### src/rtl/unified_mem_arbiter.sv
// Purpose: shares one single-ported memory between instruction fetch and data access, one access in flight.
// Latency: request seen in IDLE at t -> mem_req_o at t+1 -> mem_ack_i at t+1+L -> port ack pulse at t+2+L.
// Backpressure: mem_req_o held until mem_ack_i; losing/waiting port sees stall_*_o until its ack pulse.
module unified_mem_arbiter #(
  parameter int unsigned MAX_DATA_STREAK = 4
) (
  input  logic        clk,
  input  logic        rst,
  input  logic        if_req_i,
  input  logic [31:0] if_addr_i,
  output logic [31:0] if_rdata_o,
  output logic        if_ack_o,
  input  logic        d_req_i,
  input  logic        d_we_i,
  input  logic [31:0] d_addr_i,
  input  logic [31:0] d_wdata_i,
  input  logic [1:0]  d_store_type_i,
  input  logic [2:0]  d_load_type_i,
  output logic [31:0] d_rdata_o,
  output logic        d_ack_o,
  output logic        mem_req_o,
  output logic        mem_we_o,
  output logic [31:0] mem_addr_o,
  output logic [31:0] mem_wdata_o,
  output logic [1:0]  mem_store_type_o,
  output logic [2:0]  mem_load_type_o,
  input  logic [31:0] mem_rdata_i,
  input  logic        mem_ack_i,
  output logic        stall_if_o,
  output logic        stall_mem_o,
  output logic [1:0]  grant_o
);

  typedef enum logic [1:0] {
    IDLE    = 2'd0,
    BUSY_IF = 2'd1,
    BUSY_D  = 2'd2,
    RESP    = 2'd3
  } state_t;

  localparam logic [3:0] STREAK_MAX   = 4'(MAX_DATA_STREAK);
  // Fetches are always full words, read zero-extended.
  localparam logic [1:0] STORE_WORD   = 2'b10;
  localparam logic [2:0] LOAD_WORD_U  = 3'b110;

  state_t      state;
  state_t      state_nxt;
  logic [3:0]  streak;
  logic        take_if;
  logic        take_d;
  logic        owner_d;   // 1: current access belongs to the data port
  logic        lat_we;
  logic [31:0] lat_addr;
  logic [31:0] lat_wdata;
  logic [1:0]  lat_store_type;
  logic [2:0]  lat_load_type;
  logic [31:0] if_rdata;
  logic [31:0] d_rdata;

  // State register.
  always_ff @(posedge clk) begin
    if (rst) state <= IDLE;
    else     state <= state_nxt;
  end

  // Arbitration, next-state and state-decoded outputs.
  always_comb begin
    state_nxt = state;
    take_if   = 1'b0;
    take_d    = 1'b0;
    mem_req_o = 1'b0;
    if_ack_o  = 1'b0;
    d_ack_o   = 1'b0;
    grant_o   = 2'b00;
    case (state)
      IDLE: begin
        // Data wins ties unless fetch has waited through a full streak.
        if (d_req_i && !(if_req_i && (streak == STREAK_MAX))) begin
          take_d    = 1'b1;
          state_nxt = BUSY_D;
        end else if (if_req_i) begin
          take_if   = 1'b1;
          state_nxt = BUSY_IF;
        end
      end
      BUSY_IF: begin
        mem_req_o = 1'b1;
        grant_o   = 2'b01;
        if (mem_ack_i) state_nxt = RESP;
      end
      BUSY_D: begin
        mem_req_o = 1'b1;
        grant_o   = 2'b10;
        if (mem_ack_i) state_nxt = RESP;
      end
      RESP: begin
        if_ack_o  = ~owner_d;
        d_ack_o   = owner_d;
        grant_o   = owner_d ? 2'b10 : 2'b01;
        state_nxt = IDLE;
      end
      default: state_nxt = IDLE;
    endcase
  end

  // Count consecutive data grants taken while fetch is waiting.
  always_ff @(posedge clk) begin
    if (rst) begin
      streak <= 4'd0;
    end else if (take_if) begin
      streak <= 4'd0;
    end else if (take_d) begin
      if (!if_req_i)                 streak <= 4'd0;
      else if (streak >= STREAK_MAX) streak <= STREAK_MAX;
      else                           streak <= streak + 4'd1;
    end
  end

  // Latch the winning request so the requester's fields may change after its ack.
  always_ff @(posedge clk) begin
    if (rst) begin
      owner_d        <= 1'b0;
      lat_we         <= 1'b0;
      lat_addr       <= 32'd0;
      lat_wdata      <= 32'd0;
      lat_store_type <= 2'd0;
      lat_load_type  <= 3'd0;
    end else if (take_d) begin
      owner_d        <= 1'b1;
      lat_we         <= d_we_i;
      lat_addr       <= d_addr_i;
      lat_wdata      <= d_wdata_i;
      lat_store_type <= d_store_type_i;
      lat_load_type  <= d_load_type_i;
    end else if (take_if) begin
      owner_d        <= 1'b0;
      lat_we         <= 1'b0;
      lat_addr       <= if_addr_i;
      lat_wdata      <= 32'd0;
      lat_store_type <= STORE_WORD;
      lat_load_type  <= LOAD_WORD_U;
    end
  end

  // Capture returned data per port; each port keeps its last value between accesses.
  always_ff @(posedge clk) begin
    if (rst) begin
      if_rdata <= 32'd0;
      d_rdata  <= 32'd0;
    end else if (mem_ack_i) begin
      if (state == BUSY_IF) if_rdata <= mem_rdata_i;
      if (state == BUSY_D)  d_rdata  <= mem_rdata_i;
    end
  end

  assign mem_we_o         = mem_req_o & lat_we;
  assign mem_addr_o       = lat_addr;
  assign mem_wdata_o      = lat_wdata;
  assign mem_store_type_o = lat_store_type;
  assign mem_load_type_o  = lat_load_type;
  assign if_rdata_o       = if_rdata;
  assign d_rdata_o        = d_rdata;
  assign stall_if_o       = if_req_i & ~if_ack_o;
  assign stall_mem_o      = d_req_i & ~d_ack_o;

endmodule
### config.mk
export PLATFORM = sky130hd
export DESIGN_NAME = unified_mem_arbiter
export DESIGN_NICKNAME = d
export VERILOG_FILES = /design/src/rtl/unified_mem_arbiter.sv
export SDC_FILE = /design/constraint.sdc
export NUM_CORES = 1
export LEC_CHECK = 0
export ABC_AREA = 1
export CAP_MARGIN = 40
export CORE_ASPECT_RATIO = 1.5
export CORE_MARGIN = 1
export CORE_UTILIZATION = 41
export DETAILED_ROUTE_END_ITERATION = 6
export PLACE_DENSITY = 0.79
export SLEW_MARGIN = 20
export SYNTH_ARGS = -nofsm -noshare
export SYNTH_HDL_FRONTEND = slang
export SYNTH_SLANG_ARGS = --single-unit
### constraint.sdc
create_clock -name clk -period 2.2 [get_ports clk]
set_clock_uncertainty 0.15 [all_clocks]
set_input_delay 0.33 -clock clk [delete_from_list [all_inputs] [get_ports clk]]
set_output_delay 0.33 -clock clk [all_outputs]
set_load 0.1 [all_outputs]
==> flow_summary.toml <==
[routing]
post_drt_wl_per_cell_um = 14.3
vias = 6000
drt_iter0_drc = 184
avgViaCountPerCell = 4.93
drc = 0
wl_um = 17400
antenna_left = 0
drtPass1Iterations = 4

[global_route]
grt_use_total = 0.238
grt_pass1_vias = 5550
grt_max_degree = 65
grt_overflow = 0
antenna_found_initial = 0
grt_pass1_wl_um = 27200

[cts]
root_buffer = "clkbuf_16"
tritoncts = "yes"
post_cts_buffers = 0
numCtsBuffers = 17
ctsResizeCount = 0
htree_levels = 4
cts_buffer_depth = 2
cts_hold_buf = 0
cts_sinks = 141
clk_pin_slew_ns = 0.06
clk_latency_ns = 0.41

[logic_synthesis]
syn_avg_cell_area_sq_um = 7.39
netlist.area_leader.share = 0.491
yosysSeqAreaShare = 0.491
synth.distinct_cells = 21
syn_inst = 778
ys_top_cells_by_area = "dfxtp_1 (49%), nand2_1 (10%), nor2_1 (9.1%), o21ai_0 (5.7%), o21a_1 (4.2%)"
synth_top_area_cell = "dfxtp_1"
ys_seq_elements = 141
syn_nets = 923
yosysWarnings = 0
syn_area_sq_um = 5750

[min_path]
min_delay_path_depth = 2
hp-start = "mem_wdata_o[10]$_SDFFE_PP0P_"
holdCritPathClass = "reg2reg"
min_to = "mem_wdata_o[10]$_SDFFE_PP0P_"

[floorplan]
die_w_um = 98.7
die_area_sq_um = 14500
row_count = 52
die_y_um = 147
core_sq_um = 13600
ios = 280
start_util = 0.423

[pwr]
ir_drop_uv = 1050
power_density_nw_per_um2 = 1750
p_leak_nw = 4.16
finalPower_mw = 16.0

[setup_path]
path_cells = "inv_1 -> ha_2 -> nand2_1 -> clkinvlp_4 -> buf_12"
path_class = "reg2out"
r2r_setup_slack_ns = 0.36
r2r_cells = 7
path_delay_family = "flip-flops"
cpPeakStageDelay_ns = 0.40
slowest_stage = "dfxtp_1"
rr_endpoint = "if_rdata_o[24]$_SDFFE_PP0P_"
arrival_ns = 1.64
end_kind = "output pin"
critPathLaunchType = "flop"
cp_num_buf_inv = 3
path_max_fanout = 5
r2r-start = "state[1]$_SDFFE_PP0P_"
required_ns = 1.72

[sta]
period_minus_slack_ns = 2.12
finalHoldViolations = 0
max-slew-margin-rel = 0.676
finalCritPeriodShare = 0.964
fmax_mhz = 471
fin_hold_ws_ns = 0.315
max_slew.worst_pin.slew_ns = 0.484
setup_viol = 0
slew_violations = 0
grt_setup_unrepaired = "false"

[layout]
areaGrowthSynthToFinish_pct = 58.4
stdcell_count = 1216
fin_nets = 1186
layout-drive-gt1-share = 0.195
antenna_cells = 0
final_common_cell = "nand2_1"
layout_common_cells = "nand2_1 (155), buf_4 (148), dfxtp_1 (141)"

[run]
max_cap_violations = 0

[status]
status = "finished, final reports clean"

[placed_design]
portBuffers = 279
globalplace.congestion = 0.799
dpl.cell_count = 1184
dp_hpwl_um = 12300
## Yosys cell counts
| library cell | number |
|---|---|
| clkbuf_1 | 31 |
| nand2_4 | 1 |
| a21boi_0 | 1 |
| nor2_1 | 140 |
| a21oi_1 | 42 |
| inv_1 | 56 |
| dfxtp_1 | 141 |
| o21a_1 | 32 |
| nand2_1 | 155 |
| o21ai_0 | 66 |
| buf_6 | 5 |
| ha_1 | 6 |
| nand3_4 | 1 |
| buf_1 | 1 |
| nand4_1 | 34 |
| nand3_1 | 39 |
| or2_0 | 2 |
| o21ai_1 | 1 |
| buf_2 | 20 |
| inv_2 | 3 |
| or2_2 | 1 |
## flip-flops by register name, indices dropped and copies added (netlist names)
register	flops
mem_load_type_o	3
mem_wdata_o	32
owner_d	1
streak	4
state	2
mem_addr_o	32
mem_store_type_o	2
if_rdata_o	32
d_rdata_o	32
lat_we	1
## layout make-up
type | count | area (sq um)
clock inverters | 13 | 178
clock buffers | 19 | 443
inverters | 59 | 225
well taps | 162 | 203
flip-flops and latches | 141 | 2820
repair buffers | 301 | 2790
multi-input cells | 521 | 2450
fillers | 1155 | 4490
## report_power, final
group | total [mW] | switching (mW) | internal, mW
clock network | 3.01 | 1.17 | 1.84
registers | 3.56 | 0.345 | 3.22
logic | 9.41 | 7.08 | 2.33
## worst min-delay path, delay by kind of cell, from the launching register on
| family | cells | cell delay (ns) |
|---|---|---|
| flops | 1 | 0.31 |
| simple gates | 1 | 0.06 |
| compound gates | 1 | 0.05 |
## through the flow
stage	setup slack, ns	util	area (sq um)	TNS [ns]
6_report	0.0782	0.670	9110	0
3_3_place_gp	0.258	0.624	8490	0
2_1_floorplan	-0.351	-	5770	-0.913
4_1_cts	0.0633	0.670	9110	0
3_5_place_dp	0.195	0.624	8490	0
5_1_grt	0.0164	0.670	9110	0
## cells by family (layout without fill, tap and decap cells)
group	count (synthesis)	after routing	synth area share
DFF	141	141	0.491
and+or+nand+nor	373	373	0.272
AOI/OAI and AO/OA	142	142	0.138
adders and majority gates	6	6	0.0131
buffers and inverters	116	392	0.0866
## worst max-delay path by stage
stage | startpoint | end | slack, ns | cells past startpoint
finish | state[0]$_SDFFE_PP0P_ | mem_we_o | 0.08 | 5
global route | state[0]$_SDFFE_PP0P_ | mem_we_o | 0.02 | 5
CTS | state[0]$_SDFFE_PP0P_ | mem_we_o | 0.06 | 5
detailed placement | mem_ack_i | if_rdata_o[24]$_SDFFE_PP0P_ | 0.19 | 6
global placement | if_req_i | mem_load_type_o[1]$_SDFFE_PP0P_ | 0.26 | 8
floorplan | state[0]$_SDFFE_PP0P_ | grant_o[1] | -0.35 | 3
## metal layers
layer / routed length (um) / track usage / vias to the layer above
met1: 6620 / 0.246 / 2714
met3: 1120 / 0.0633 / 27
met4: 382 / 0.0903 / 0
met2: 9240 / 0.450 / 228
met5: 0 / 0 / -
li1: - / - / 3031
No activity file was read; power rests on OpenSTA's default activity.
